$ cat src/rtl/input_repeater.sv
// Direction-level to game-command converter: DAS/ARR for left/right, soft-drop repeat, rotate.
// Optional `ROTATE_REPEAT_EN: rotate also auto-repeats on the DAS/ARR schedule.
module input_repeater #(
  parameter int DAS_DELAY   = 16_000_000,
  parameter int ARR_PERIOD  = 5_000_000,
  parameter int DROP_PERIOD = 4_000_000
) (
  input  logic       clk,
  input  logic       reset_n,
  input  logic       up,
  input  logic       down,
  input  logic       left,
  input  logic       right,
  input  logic       cmd_ready,
  output logic       cmd_valid,
  output logic [1:0] cmd
);

  localparam int MAXP0 = (DAS_DELAY > ARR_PERIOD) ? DAS_DELAY : ARR_PERIOD;
  localparam int MAXP  = (MAXP0 > DROP_PERIOD) ? MAXP0 : DROP_PERIOD;
  localparam int CW    = $clog2(MAXP);

  localparam logic [CW-1:0] DAS_LAST  = CW'(DAS_DELAY - 1);
  localparam logic [CW-1:0] ARR_LAST  = CW'(ARR_PERIOD - 1);
  localparam logic [CW-1:0] DROP_LAST = CW'(DROP_PERIOD - 1);

  typedef enum logic [1:0] {
    H_IDLE,
    H_DELAY,
    H_REPEAT
  } h_state_t;

  h_state_t      h_state, h_next;
  logic          dir, dir_next;
  logic [CW-1:0] hcnt, hcnt_next;
  logic          h_raise;

  logic          eff, eff_dir;
  logic          raise_l, raise_r, raise_d, raise_u;

  // dir: 0 = left, 1 = right; both pressed cancels out
  assign eff     = left ^ right;
  assign eff_dir = right;

  always_ff @(posedge clk or negedge reset_n) begin
    if (!reset_n) begin
      h_state <= H_IDLE;
      dir     <= 1'b0;
      hcnt    <= '0;
    end else begin
      h_state <= h_next;
      dir     <= dir_next;
      hcnt    <= hcnt_next;
    end
  end

  always_comb begin
    h_next    = h_state;
    dir_next  = dir;
    hcnt_next = hcnt;
    h_raise   = 1'b0;
    unique case (h_state)
      H_IDLE: begin
        if (eff) begin
          h_raise   = 1'b1;
          dir_next  = eff_dir;
          hcnt_next = '0;
          h_next    = H_DELAY;
        end
      end
      H_DELAY, H_REPEAT: begin
        if (!eff) begin
          hcnt_next = '0;
          h_next    = H_IDLE;
        end else if (eff_dir != dir) begin
          h_raise   = 1'b1;
          dir_next  = eff_dir;
          hcnt_next = '0;
          h_next    = H_DELAY;
        end else if (hcnt == ((h_state == H_DELAY) ? DAS_LAST : ARR_LAST)) begin
          h_raise   = 1'b1;
          hcnt_next = '0;
          h_next    = H_REPEAT;
        end else begin
          hcnt_next = hcnt + CW'(1);
        end
      end
      default: h_next = H_IDLE;
    endcase
  end

  assign raise_l = h_raise & ~dir_next;
  assign raise_r = h_raise & dir_next;

  logic          down_q;
  logic [CW-1:0] dcnt;
  logic          down_rise, drop_tick;

  assign down_rise = down & ~down_q;
  assign drop_tick = down & down_q & (dcnt == DROP_LAST);
  assign raise_d   = down_rise | drop_tick;

  always_ff @(posedge clk or negedge reset_n) begin
    if (!reset_n) begin
      down_q <= 1'b0;
      dcnt   <= '0;
    end else begin
      down_q <= down;
      if (!down || down_rise || drop_tick)
        dcnt <= '0;
      else
        dcnt <= dcnt + CW'(1);
    end
  end

  logic up_q, up_rise;

  assign up_rise = up & ~up_q;

  always_ff @(posedge clk or negedge reset_n) begin
    if (!reset_n) up_q <= 1'b0;
    else          up_q <= up;
  end

`ifdef ROTATE_REPEAT_EN
  logic          r_rep;
  logic [CW-1:0] rcnt;
  logic          rot_tick;

  assign rot_tick = up & up_q & (rcnt == (r_rep ? ARR_LAST : DAS_LAST));
  assign raise_u  = up_rise | rot_tick;

  always_ff @(posedge clk or negedge reset_n) begin
    if (!reset_n) begin
      r_rep <= 1'b0;
      rcnt  <= '0;
    end else if (!up || up_rise) begin
      r_rep <= 1'b0;
      rcnt  <= '0;
    end else if (rot_tick) begin
      r_rep <= 1'b1;
      rcnt  <= '0;
    end else begin
      rcnt  <= rcnt + CW'(1);
    end
  end
`else
  assign raise_u = up_rise;
`endif

  logic [3:0] pend, clr, avail, raise;
  logic       accept;
  logic [1:0] pick;

  assign raise  = {raise_u, raise_d, raise_r, raise_l};
  assign accept = cmd_valid & cmd_ready;
  assign clr    = accept ? (4'b0001 << cmd) : 4'b0000;
  // a raise coinciding with its own accept wins, keeping the flag set
  assign avail  = pend & ~clr;

  always_comb begin
    pick = 2'd0;
    if (avail[3])      pick = 2'd3;
    else if (avail[0]) pick = 2'd0;
    else if (avail[1]) pick = 2'd1;
    else if (avail[2]) pick = 2'd2;
  end

  always_ff @(posedge clk or negedge reset_n) begin
    if (!reset_n) begin
      pend      <= 4'b0000;
      cmd_valid <= 1'b0;
      cmd       <= 2'd0;
    end else begin
      pend <= avail | raise;
      if (!cmd_valid || accept) begin
        cmd_valid <= |avail;
        if (|avail) cmd <= pick;
      end
    end
  end

endmodule

$ cat config.mk
export PLATFORM = sky130hd
export DESIGN_NAME = input_repeater
export DESIGN_NICKNAME = d
export VERILOG_FILES = /design/src/rtl/input_repeater.sv
export SDC_FILE = /design/constraint.sdc
export NUM_CORES = 1
export LEC_CHECK = 0
export BUFFER_PORTS_ARGS = -buffer_cell sky130_fd_sc_hd__buf_2
export CORE_UTILIZATION = 55
export CTS_CLUSTER_SIZE = 25
export DETAILED_ROUTE_END_ITERATION = 8
export PLACE_DENSITY = 0.72
export SYNTH_ARGS = -nofsm -noshare
export SYNTH_HDL_FRONTEND = slang
export SYNTH_SLANG_ARGS = --single-unit
$ cat constraint.sdc
create_clock -name clk -period 2.4 [get_ports clk]
set_input_delay 0.24 -clock clk [delete_from_list [all_inputs] [get_ports clk]]
set_output_delay 0.24 -clock clk [all_outputs]
set_load 0.005 [all_outputs]
# == Word level (Yosys, flattened, before mapping) ==
# Cells that the tools add are included.
# totals
register_bits,60
inputBits,7
# op_classes
mux,26
reduce_logical,12
n_bitwise,15
shift,1
n_addsub,2
n_eq_ne,7
# op_table
operator,n
$mux W24,6
$add A24 B1 Y24 const B,2
$pmux W24 S2,1
$eq A24 B22 Y1 const B,1
$eq A24 B24 Y1,1
$mux W2,8
$and A1 B1 Y1,7
$mux W1,7
$reduce_and A2 Y1,3
$and A4 B4 Y4,1
$mux W4,1
$ne A4 B4 Y1 const B,1
$not A4 Y4,1
$or A4 B4 Y4,1
$pmux W1 S2,2
$pmux W2 S2,1
$reduce_or A4 Y1,1
$shl A1 B2 Y4 const A,1
$logic_or A1 B1 Y1,3
$not A1 Y1,3
$eq A2 B1 Y1 const B,1
$eq A2 B2 Y1 const B,1
$logic_not A1 Y1,2
$logic_not A2 Y1,1
6 further kinds,6

# == Depth between registers and ports, before layout ==
# Gate-level depths: netlist (run 1).
# depth
depth_word,9
depth_mapped,8
ltp_nobuf,7

# == Least setup slack after synthesis (run 1) ==
# Ideal clock, no wire load.
# synth_path
path_kind,register -> register
start,reg dcnt[0]
end,reg dcnt[16]
setup_time_ns,0.119
t_required_ns,2.281
slack_ns,0.398
n_path_buf,2
t_arrival_ns,1.883
stages_incl_launch_ff,9
cell_sequence,dfrtp_1 -> ha_1 -> nand3_1 -> or2_1 -> buf_6 -> or4_4 -> nand3_2 -> buf_6 -> nor2_1
# synth_via
elab_chain_cells,4
word_cells_on_any_way,5
# synth_lines
element,line,text
from (decl),96,logic [CW-1:0] dcnt;
from (signal assigned),112,dcnt <= dcnt + CW'(1);
branches (longest 3 deep; another with $add A24 B1 Y24),-,
$mux W24 *,109,if (!down || down_rise || drop_tick)
# Mark *: on every way between the ends.
# A chain may end at the register's enable or synchronous reset.

# == Final worst setup path (run 1) ==
# layout_path
start,reg dcnt[0]
end,reg dcnt[20]
# The elaborated chain is that of the path after synthesis.

==> metrics, run 1 <==
WS Path Type=register to register; layout cells sized above 1=11.1%; post-synth top area share=45.5%; P_leak=1.54 nW; Synth area leader=dfrtp_1; Avg Inst Size Synth=slightly above 9 µm²; H-tree levels=3; cts repair resizes=0; Die Area=roughly 6300 µm²; Post-synth top flop=dfrtp_1; DR iter-0 viols=107; core box area=5640 µm²; Layout Utilization=65.3%; Die H=79.4 µm; GRT Total Usage=24.3%; synth warn=0; vias in the first global route=2568; Post-DRT Antenna Nets=0; status=finished, final reports clean; top-count cell post-synth=dfrtp_1; clock power share=37.7%; Crit. End Element=register; clk_lat worst skew=0.34 ns; Achievable Freq=between 400 and 500 MHz; crit start category=register; gr ovfl total=0; Reg area=1500 µm²; setup_tns=0 ns; fill count=452; most area-consuming cells after synthesis=dfrtp_1, xor2_1, nor2_1, xnor2_1, nand3_1; multi-input logic area=1680 µm²; die width=79.4 µm; hold path cells=1; CTS Hold Bufs=2; Final Cycle Share=93.4%; clock-pin slew on the worst setup and hold paths=0.07 ns; worst-case clock buffer depth=2; Reg-to-Reg End=dcnt[20]; Detailed Routing Iterations Pass 1=5; Hold Worst Slack=0.0764 ns; GP Congestion=between 0.8 and 0.9; initial core utilization=58.5%; slew of the pin with the lowest slew margin=0.591 ns; Syn Nets=365; Max FO, Critical Path=23; Slew headroom=60.3%; max-slew violation count=0; Detailed Route WL=7030 µm; R2R setup slack=0.16 ns; clk sinks=60; Crit path arrival time=approximately 2.4 ns; switching share of power=~30%; Sequential Power Share=44.1%; R2R depth=6; antenna cells=0; Internal Power=around 0.0019 W; antenna violations before repair=0; setup bufs post-CTS=0; row count=27; # setup viols final=0; Netlist Area Pre-Place=between 3000 and 4000 µm²; register area share after synthesis=45.5%; first-pass GRT wire length=11900 µm; Cell Pwr Density=737 nW/µm²; Root Driver=clkbuf_8; worst r2r src=dcnt[0]; peak supply drop=0.783 mV; max_cap viols=0; via count=2654; final hold viol count=0; Port Buffers=9; WHS Endpoint=down_q; io pins=10; Num CTS Buffers=9; Net Switching=approximately 0.00081 W; Comb power frac=a little under a fifth; P&R area growth vs syn=11.7%; layout net count=384; hold path startpoint=down; Residual DRC=0; Detailed Place HPWL=4780 µm; #FFs+latches synth=60; WL/cell=15.7 µm; pin count of the biggest net entering global routing=24; RSZ-0062 raised after global routing=false; synth cell count leaders=dfrtp_1, nor2_1, nand2_1; CP Data Required Time=2.60 ns; CTS tree=built; ys async rst share=100%; Distinct cells, synth=51; Worst Hold Class=primary input to register; number of synthesized flops with an enable pin=0; clock skew=0.0114 ns; Post-Synthesis Cells=about 350; fin crit period=2.24 ns; drt via density=5.91
-- cell families (layout without fill, tap and decap cells) --
logic type | count (synthesis) | after routing | share of synthesized area [%]
xor gates and xnor gates | 37 | 37 | 9.83
DFF | 60 | 60 | 45.5
muxes | 4 | 4 | 1.21
and+or+nand+nor | 180 | 180 | 28.8
AOI/OAI and AO/OA | 44 | 44 | 9.29
adders and majority gates | 5 | 5 | 1.90
buffers and inverters | 23 | 47 | 3.45
-- registers in the layout, summed over array words and instances, names as in the netlist --
signal,cells
dcnt,24
hcnt,24
pend,4
cmd,2
h_state,2
cmd_valid,1
dir,1
down_q,1
up_q,1
-- cell usage in the layout, fill, tap and decap left out, types with 9 or more instances in the layout --
cell	synthesis	final
and3_1	13	13
buf_2	3	9
buf_4	0	12
clkbuf_8	0	10
dfrtp_1	60	60
nand2_1	29	29
nand3_1	25	25
nand4_1	19	19
nor2_1	48	48
o21ai_0	10	10
xnor2_1	15	15
xor2_1	22	22
-- critical path, stage by stage (launching register included) --
cell and delay [ns]:
dfrtp_1 0.43, ha_1 0.26, nand3_1 0.11, or2_1 0.29
or4_4 0.56, nand3_2 0.34, nor2_1 0.11
-- power by group through the flow --
stage               logic, W  clock network [W]  registers (W)
floorplan           0.000370                  0        0.00118
global placement    0.000481                  0        0.00121
detailed placement  0.000492                  0        0.00121
CTS                 0.000496            0.00104        0.00119
global route        0.000560            0.00109        0.00121
finish              0.000496            0.00102        0.00120
-- metrics by stage --
step	instances	power, W	cell area [µm²]	setup slack (ns)
2_1_floorplan	353	0.00155	3300	0.398
3_3_place_gp	431	0.00169	3440	0.263
3_5_place_dp	431	0.00171	3440	0.168
4_1_cts	449	0.00273	3680	0.160
5_1_grt	449	0.00286	3680	0.0110
6_report	449	0.00271	3680	0.159
-- area by class of cell --
type,count,area share (%)
Clock buffer,10,3.74
Clock inverter,6,2.38
Inverter,8,0.815
Multi-Input combinational cell,270,45.7
Sequential cell,60,40.7
Tap cell,72,2.44
Timing Repair Buffer,23,4.21
-- layer usage --
metal  share of wire, %  GRT usage (%)
met5                  0              0
met3                4.1           6.74
met1                 46           31.0
met4               0.73           6.55
met2                 49           40.3
-- how the worst max path moves through the flow --
stage                        from  slack [ns]  cells after the start        to
after CTS                 dcnt[0]        0.16                      6  dcnt[20]
after detailed placement  dcnt[0]        0.17                      6  dcnt[20]
after global routing      dcnt[0]        0.01                      6  dcnt[20]
after floorplan           dcnt[0]        0.40                      8  dcnt[16]
final                     dcnt[0]        0.16                      6  dcnt[20]
after global placement    dcnt[0]        0.26                      6   dcnt[5]
(Power assumes the default switching activity.)
==> run 2, diff against run 1 <==
--- a/config.mk
+++ b/config.mk
@@ -6,6 +6,7 @@
 export NUM_CORES = 1
 export LEC_CHECK = 0
 export BUFFER_PORTS_ARGS = -buffer_cell sky130_fd_sc_hd__buf_2
+export CORE_ASPECT_RATIO = 1.5
 export CORE_UTILIZATION = 55
 export CTS_CLUSTER_SIZE = 25
 export DETAILED_ROUTE_END_ITERATION = 8
==> run 2 against run 1 <==
  * The run now ends with negative hold slack left
  * Critical path depth stayed put
  * Clock skew is 0.0019 ns higher
  * Global-route usage is 0.23 points lower
  * Critical path type unchanged
  * Highest routed layer unchanged
==> metrics, run 2 (synthesis results as in run 1) <==
status=finished, violations left (was finished, final reports clean); failing checks=negative hold slack; Residual DRC=0 (unchanged); Layout Utilization=63.3% (was 65.3%); fill count=496 (was 452); die width=65.2 µm (was 79.4 µm); Detailed Routing Iterations Pass 1=4 (was 5); Achievable Freq=455 MHz (was 446 MHz); Reg area=1500 µm² (unchanged); Final Cycle Share=91.5% (was 93.4%); Num CTS Buffers=9 (unchanged); Detailed Place HPWL=4920 µm (was 4780 µm); Worst Hold Class=primary input to asynchronous set/reset pin (was primary input to register); worst-case clock buffer depth=2 (unchanged); H-tree levels=3 (unchanged); Hold Worst Slack=-0.00377 ns (was 0.0764 ns); layout net count=383 (was 384); Post-DRT Antenna Nets=0 (unchanged); Port Buffers=9 (unchanged); slew of the pin with the lowest slew margin=0.851 ns (was 0.591 ns); Root Driver=clkbuf_8 (unchanged); clk_lat worst skew=0.34 ns (about the same); clock skew=0.0134 ns (was 0.0114 ns); P&R area growth vs syn=11.0% (was 11.7%); top flop regs=dcnt: 24 flops, hcnt: 24 flops, pend: 4 flops (unchanged); commonest non-fill, non-tap cell in the layout=dfrtp_1 (unchanged); Die Area=6320 µm² (was 6310 µm²); Crit path arrival time=2.41 ns (was 2.44 ns); Reg-to-Reg End=dcnt[4] (was dcnt[20]); RSZ-0062 raised after global routing=false (unchanged); vias in the first global route=2593 (was 2568); core box area=5790 µm² (was 5640 µm²); initial core utilization=57.0% (was 58.5%); peak supply drop=0.376 mV (was 0.783 mV); first-pass GRT wire length=11900 µm (unchanged); antenna cells=0 (unchanged); crit start category=register (unchanged); GP Congestion=0.818 (was 0.869); Final Power=0.00262 W (was 0.00271 W); Detailed Route WL=6900 µm (was 7030 µm); Max FO, Critical Path=23 (unchanged); max_cap viols=0 (unchanged); pin count of the biggest net entering global routing=40 (was 24); Die H=96.8 µm (was 79.4 µm); clk sinks=60 (unchanged); R2R depth=6 (unchanged); P_leak=1.52 nW (was 1.54 nW); Place WS=0.0714 ns (was 0.168 ns); # setup viols final=0 (unchanged); crit path max-delay cell type=or4_4 (unchanged); Cell Pwr Density=716 nW/µm² (was 737 nW/µm²); row count=34 (was 27); R2R setup slack=0.20 ns (was 0.16 ns); final hold viol count=9 (was 0); CTS Hold Bufs=0 (was 2); CTS tree=built (unchanged); crit-path max cell delay=0.59 ns (was 0.56 ns); clock-pin slew on the worst setup and hold paths=0.08 ns (was 0.07 ns); setup_tns=0 ns (unchanged); antenna violations before repair=0 (unchanged); io pins=10 (unchanged); Worst Setup EP=dcnt[4] (was dcnt[20]); layout cells sized above 1=11.7% (was 11.1%); GRT Total Usage=24.1% (was 24.3%); CP Data Required Time=2.61 ns (was 2.60 ns); WL/cell=15.4 µm (was 15.7 µm); gr ovfl total=0 (unchanged); DR iter-0 viols=168 (was 107); drt via density=5.93 (was 5.91); worst path cell trace=ha_1 > nand3_1 > or2_1 > or4_4 > nand3_4 > nor2_1 (was ha_1 > nand3_1 > or2_1 > or4_4 > nand3_2 > nor2_1); most frequent cells in the layout=dfrtp_1, nor2_1, nand2_1, nand3_1, xor2_1 (unchanged); worst r2r src=dcnt[0] (unchanged); multi-input logic area=1700 µm² (was 1680 µm²); setup ws final=0.204 ns (was 0.159 ns); Slew headroom=43.3% (was 60.3%); WS Path Type=register to register (unchanged); fin crit period=2.20 ns (was 2.24 ns); Critical Path Source=dcnt[0] (unchanged); max-slew violation count=0 (unchanged); via count=2656 (was 2654); Crit. End Element=register (unchanged)
run 2: timing repair:
action,4_1_cts,5_1_grt
hold endpoints to repair,0,0
endpoints found under the setup margin,0,23
buffers inserted,0,0
resized for setup,0,2
run 2: final cells by class:
class	count	area share [%]
clock buffer	9	3.38
timing repair buffer	22	3.90
inverter	8	0.820
clock inverter	7	2.08
sequential	60	41.0
tap	72	2.46
multi-input combinational	270	46.3
run 2: critical path, delay by kind of cell, from the launching register on:
family	cells	cell delay [ns]
AND/OR/NAND/NOR	5	1.38
flip-flops	1	0.44
adder cells (fa/ha/maj)	1	0.26
run 2: metal layers:
| layer | global-route usage, % | wire length [µm] | up-vias |
|---|---|---|---|
| met3 | 3.30 | 140 | 8 |
| met1 | 28.2 | 2940 | 1315 |
| li1 | - | - | 1308 |
| met5 | 0 | 0 | - |
| met2 | 42.7 | 3740 | 25 |
| met4 | 9.70 | 85 | 0 |
run 2: metrics by stage:
stage	cells	cell area, µm²
after floorplan	353	3300
after global placement	432	3450
after detailed placement	432	3450
after CTS	448	3650
after global routing	448	3660
final	448	3660
run 2: how the worst min path moves through the flow:
stage | depth (start not counted) | start | slack [ns] | end
after detailed placement | 1 | up | 0.37 | up_q
after global placement | 1 | up | 0.36 | up_q
after global routing | 1 | up | 0.02 | up_q
after CTS | 1 | up | 0.01 | up_q
after floorplan | 0 | reset_n | -0.06 | cmd[0]
final | 1 | reset_n | -0.004 | dcnt[11]
run 2: power by group:
part / total, W / leakage (nW) / internal [W] / switching, W
logic: 0.000515 / 0.618 / 0.000219 / 0.000297
registers: 0.00119 / 0.805 / 0.00108 / 0.000103
clock network: 0.000919 / 0.0958 / 0.000484 / 0.000435
==> run 3, diff against run 2 <==
--- a/config.mk
+++ b/config.mk
@@ -7,10 +7,9 @@
 export LEC_CHECK = 0
 export BUFFER_PORTS_ARGS = -buffer_cell sky130_fd_sc_hd__buf_2
 export CORE_ASPECT_RATIO = 1.5
-export CORE_UTILIZATION = 55
+export CORE_UTILIZATION = 40
 export CTS_CLUSTER_SIZE = 25
 export DETAILED_ROUTE_END_ITERATION = 8
-export PLACE_DENSITY = 0.72
 export SYNTH_ARGS = -nofsm -noshare
 export SYNTH_HDL_FRONTEND = slang
 export SYNTH_SLANG_ARGS = --single-unit
==> run 3 against run 2 <==
  * The flow now finishes without violations
  * Largest cell class unchanged
  * First-iteration DRC count up 1.8%
  * Worst hold slack better by 0.042 ns
  * Clock power up 63%
  * Critical path type unchanged
==> metrics, run 3 (synthesis results as in run 1) <==
WS Path Type=register to register (unchanged); Residual DRC=0 (unchanged); Detailed Routing Iterations Pass 1=4 (unchanged); cts repair resizes=0 (unchanged); Root Driver=clkbuf_16 (was clkbuf_8); Cell Pwr Density=827 nW/µm² (was 716 nW/µm²); CTS Hold Bufs=1 (was 0); Worst Hold Class=primary input to register (was primary input to asynchronous set/reset pin); Die Area=8620 µm² (was 6320 µm²); GP Congestion=0.795 (was 0.818); P&R area growth vs syn=17.8% (was 11.0%); pin count of the biggest net entering global routing=32 (was 40); initial core utilization=41.2% (was 57.0%); die width=76.1 µm (was 65.2 µm); DR iter-0 viols=171 (was 168); worst path cell trace=ha_1 > nand3_1 > or2_1 > or4_4 > nand3_2 > nor2_1 (was ha_1 > nand3_1 > or2_1 > or4_4 > nand3_4 > nor2_1); antenna cells=0 (unchanged); fin crit period=2.22 ns (was 2.20 ns); clk_lat worst skew=0.32 ns (was 0.34 ns); slew of the pin with the lowest slew margin=0.707 ns (was 0.851 ns); crit start category=register (unchanged); Crit path buffers/inverters=0 (unchanged); worst-case clock buffer depth=2 (unchanged); Crit. End Element=register (unchanged); Achievable Freq=451 MHz (was 455 MHz); via count=2678 (was 2656); GRT Total Usage=18.6% (was 24.1%); Max FO, Critical Path=23 (unchanged); core box area=8010 µm² (was 5790 µm²); Die H=113 µm (was 96.8 µm); WL/cell=14.7 µm (was 15.4 µm); clk sinks=60 (unchanged); max-slew violation count=0 (unchanged); setup bufs post-CTS=0 (unchanged); clock-pin slew on the worst setup and hold paths=0.05 ns (was 0.08 ns); final hold viol count=0 (was 9); crit-path max cell delay=0.56 ns (was 0.59 ns); gr ovfl total=0 (unchanged); io pins=10 (unchanged); Post-DRT Antenna Nets=0 (unchanged); most frequent cells in the layout=dfrtp_1, nor2_1, nand2_1, nand3_1, xor2_1 (unchanged); RSZ-0062 raised after global routing=false (unchanged); # setup viols final=0 (unchanged); layout net count=387 (was 383); met1 Track Usage GR=21.0% (was 28.2%); Crit path arrival time=2.40 ns (was 2.41 ns); commonest non-fill, non-tap cell in the layout=dfrtp_1 (unchanged); grt met2 use=33.2% (was 42.7%); Slew headroom=52.9% (was 43.3%); max_cap viols=0 (unchanged); vias in the first global route=2737 (was 2593); H-tree levels=3 (unchanged); row count=40 (was 34); CP Data Required Time=2.59 ns (was 2.61 ns); Final Cycle Share=92.4% (was 91.5%); CTS tree=built (unchanged); Detailed Place HPWL=4900 µm (was 4920 µm); antenna violations before repair=0 (unchanged); peak supply drop=0.445 mV (was 0.376 mV); setup_tns=0 ns (unchanged); Port Buffers=9 (unchanged); most used routing layer=met2 (unchanged); P_leak=1.62 nW (was 1.52 nW); Hold Worst Slack=0.0384 ns (was -0.00377 ns); Num CTS Buffers=9 (unchanged); crit path max-delay cell type=or4_4 (unchanged); first-pass GRT wire length=12700 µm (was 11900 µm); Crit path max-delay family=simple AND/OR/NAND/NOR gates (unchanged); Detailed Route WL=7140 µm (was 6900 µm); drt via density=5.52 (was 5.93); layout cells sized above 1=12.1% (was 11.7%); top flop regs=dcnt: 24 flops, hcnt: 24 flops, pend: 4 flops (unchanged); met3 Use GR=3.87% (was 3.30%); status=finished, final reports clean (was finished, violations left); clock skew=0.00511 ns (was 0.0134 ns)
==> run 3: cell count changes in the layout (fill, tap and decap cells not counted), moves of 2 or more <==
cell	before	now
clkbuf_8	9	1
clkbuf_16	0	9
bufinv_16	1	3
buf_4	13	15
==> run 3: layout make-up <==
type	count	area, µm²
multi-input combinational	270	1680
inverter	8	30.0
clock inverter	6	111
tap	105	131
timing repair buffer	26	188
clock buffer	10	239
sequential	60	1500
fill	748	4120
==> run 3: worst reg2reg max path: stages (launching register included) <==
cell and delay, ns:
dfrtp_1 0.42, ha_1 0.25, nand3_1 0.11, or2_1 0.29
or4_4 0.56, nand3_2 0.34, nor2_1 0.11
==> run 3: where the power goes <==
part	internal [W]	switching [W]	leakage [nW]
registers	0.00109	0.000109	0.805
clock network	0.00104	0.000461	0.169
logic	0.000223	0.000290	0.641
total	0.00235	0.000860	1.62
==> run 3: layer usage <==
| layer | wire [µm] | part of all wire (%) |
|---|---|---|
| met1 | 2990 | 42 |
| met2 | 3800 | 53 |
| met3 | 214 | 3.0 |
| met4 | 138 | 1.9 |
| met5 | 0 | 0 |
==> run 3: path summary, 6_finish.rpt <==
path | startpoint | to | slack, ns | cells after the start
worst max-delay path | dcnt[0] | dcnt[5] | 0.18 | 6
worst min-delay path | up | up_q | 0.04 | 1
worst max register to register | dcnt[0] | dcnt[5] | 0.18 | 6
worst min register to register | up_q | pend[3] | 0.42 | 1
max in group asynchronous | reset_n | dcnt[7] | 1.29 | 3
min in group asynchronous | reset_n | dcnt[10] | 0.50 | 2
==> run 3: through the flow <==
step	setup WS [ns]	utilization, %	power [W]	instance area, µm²	cells
CTS	0.159	48.5	0.00324	3880	485
global placement	0.227	44.0	0.00172	3520	468
global route	0.0440	48.5	0.00338	3880	485
floorplan	0.398	-	0.00155	3300	353
detailed placement	0.173	44.0	0.00172	3520	468
finish	0.183	48.5	0.00321	3880	485
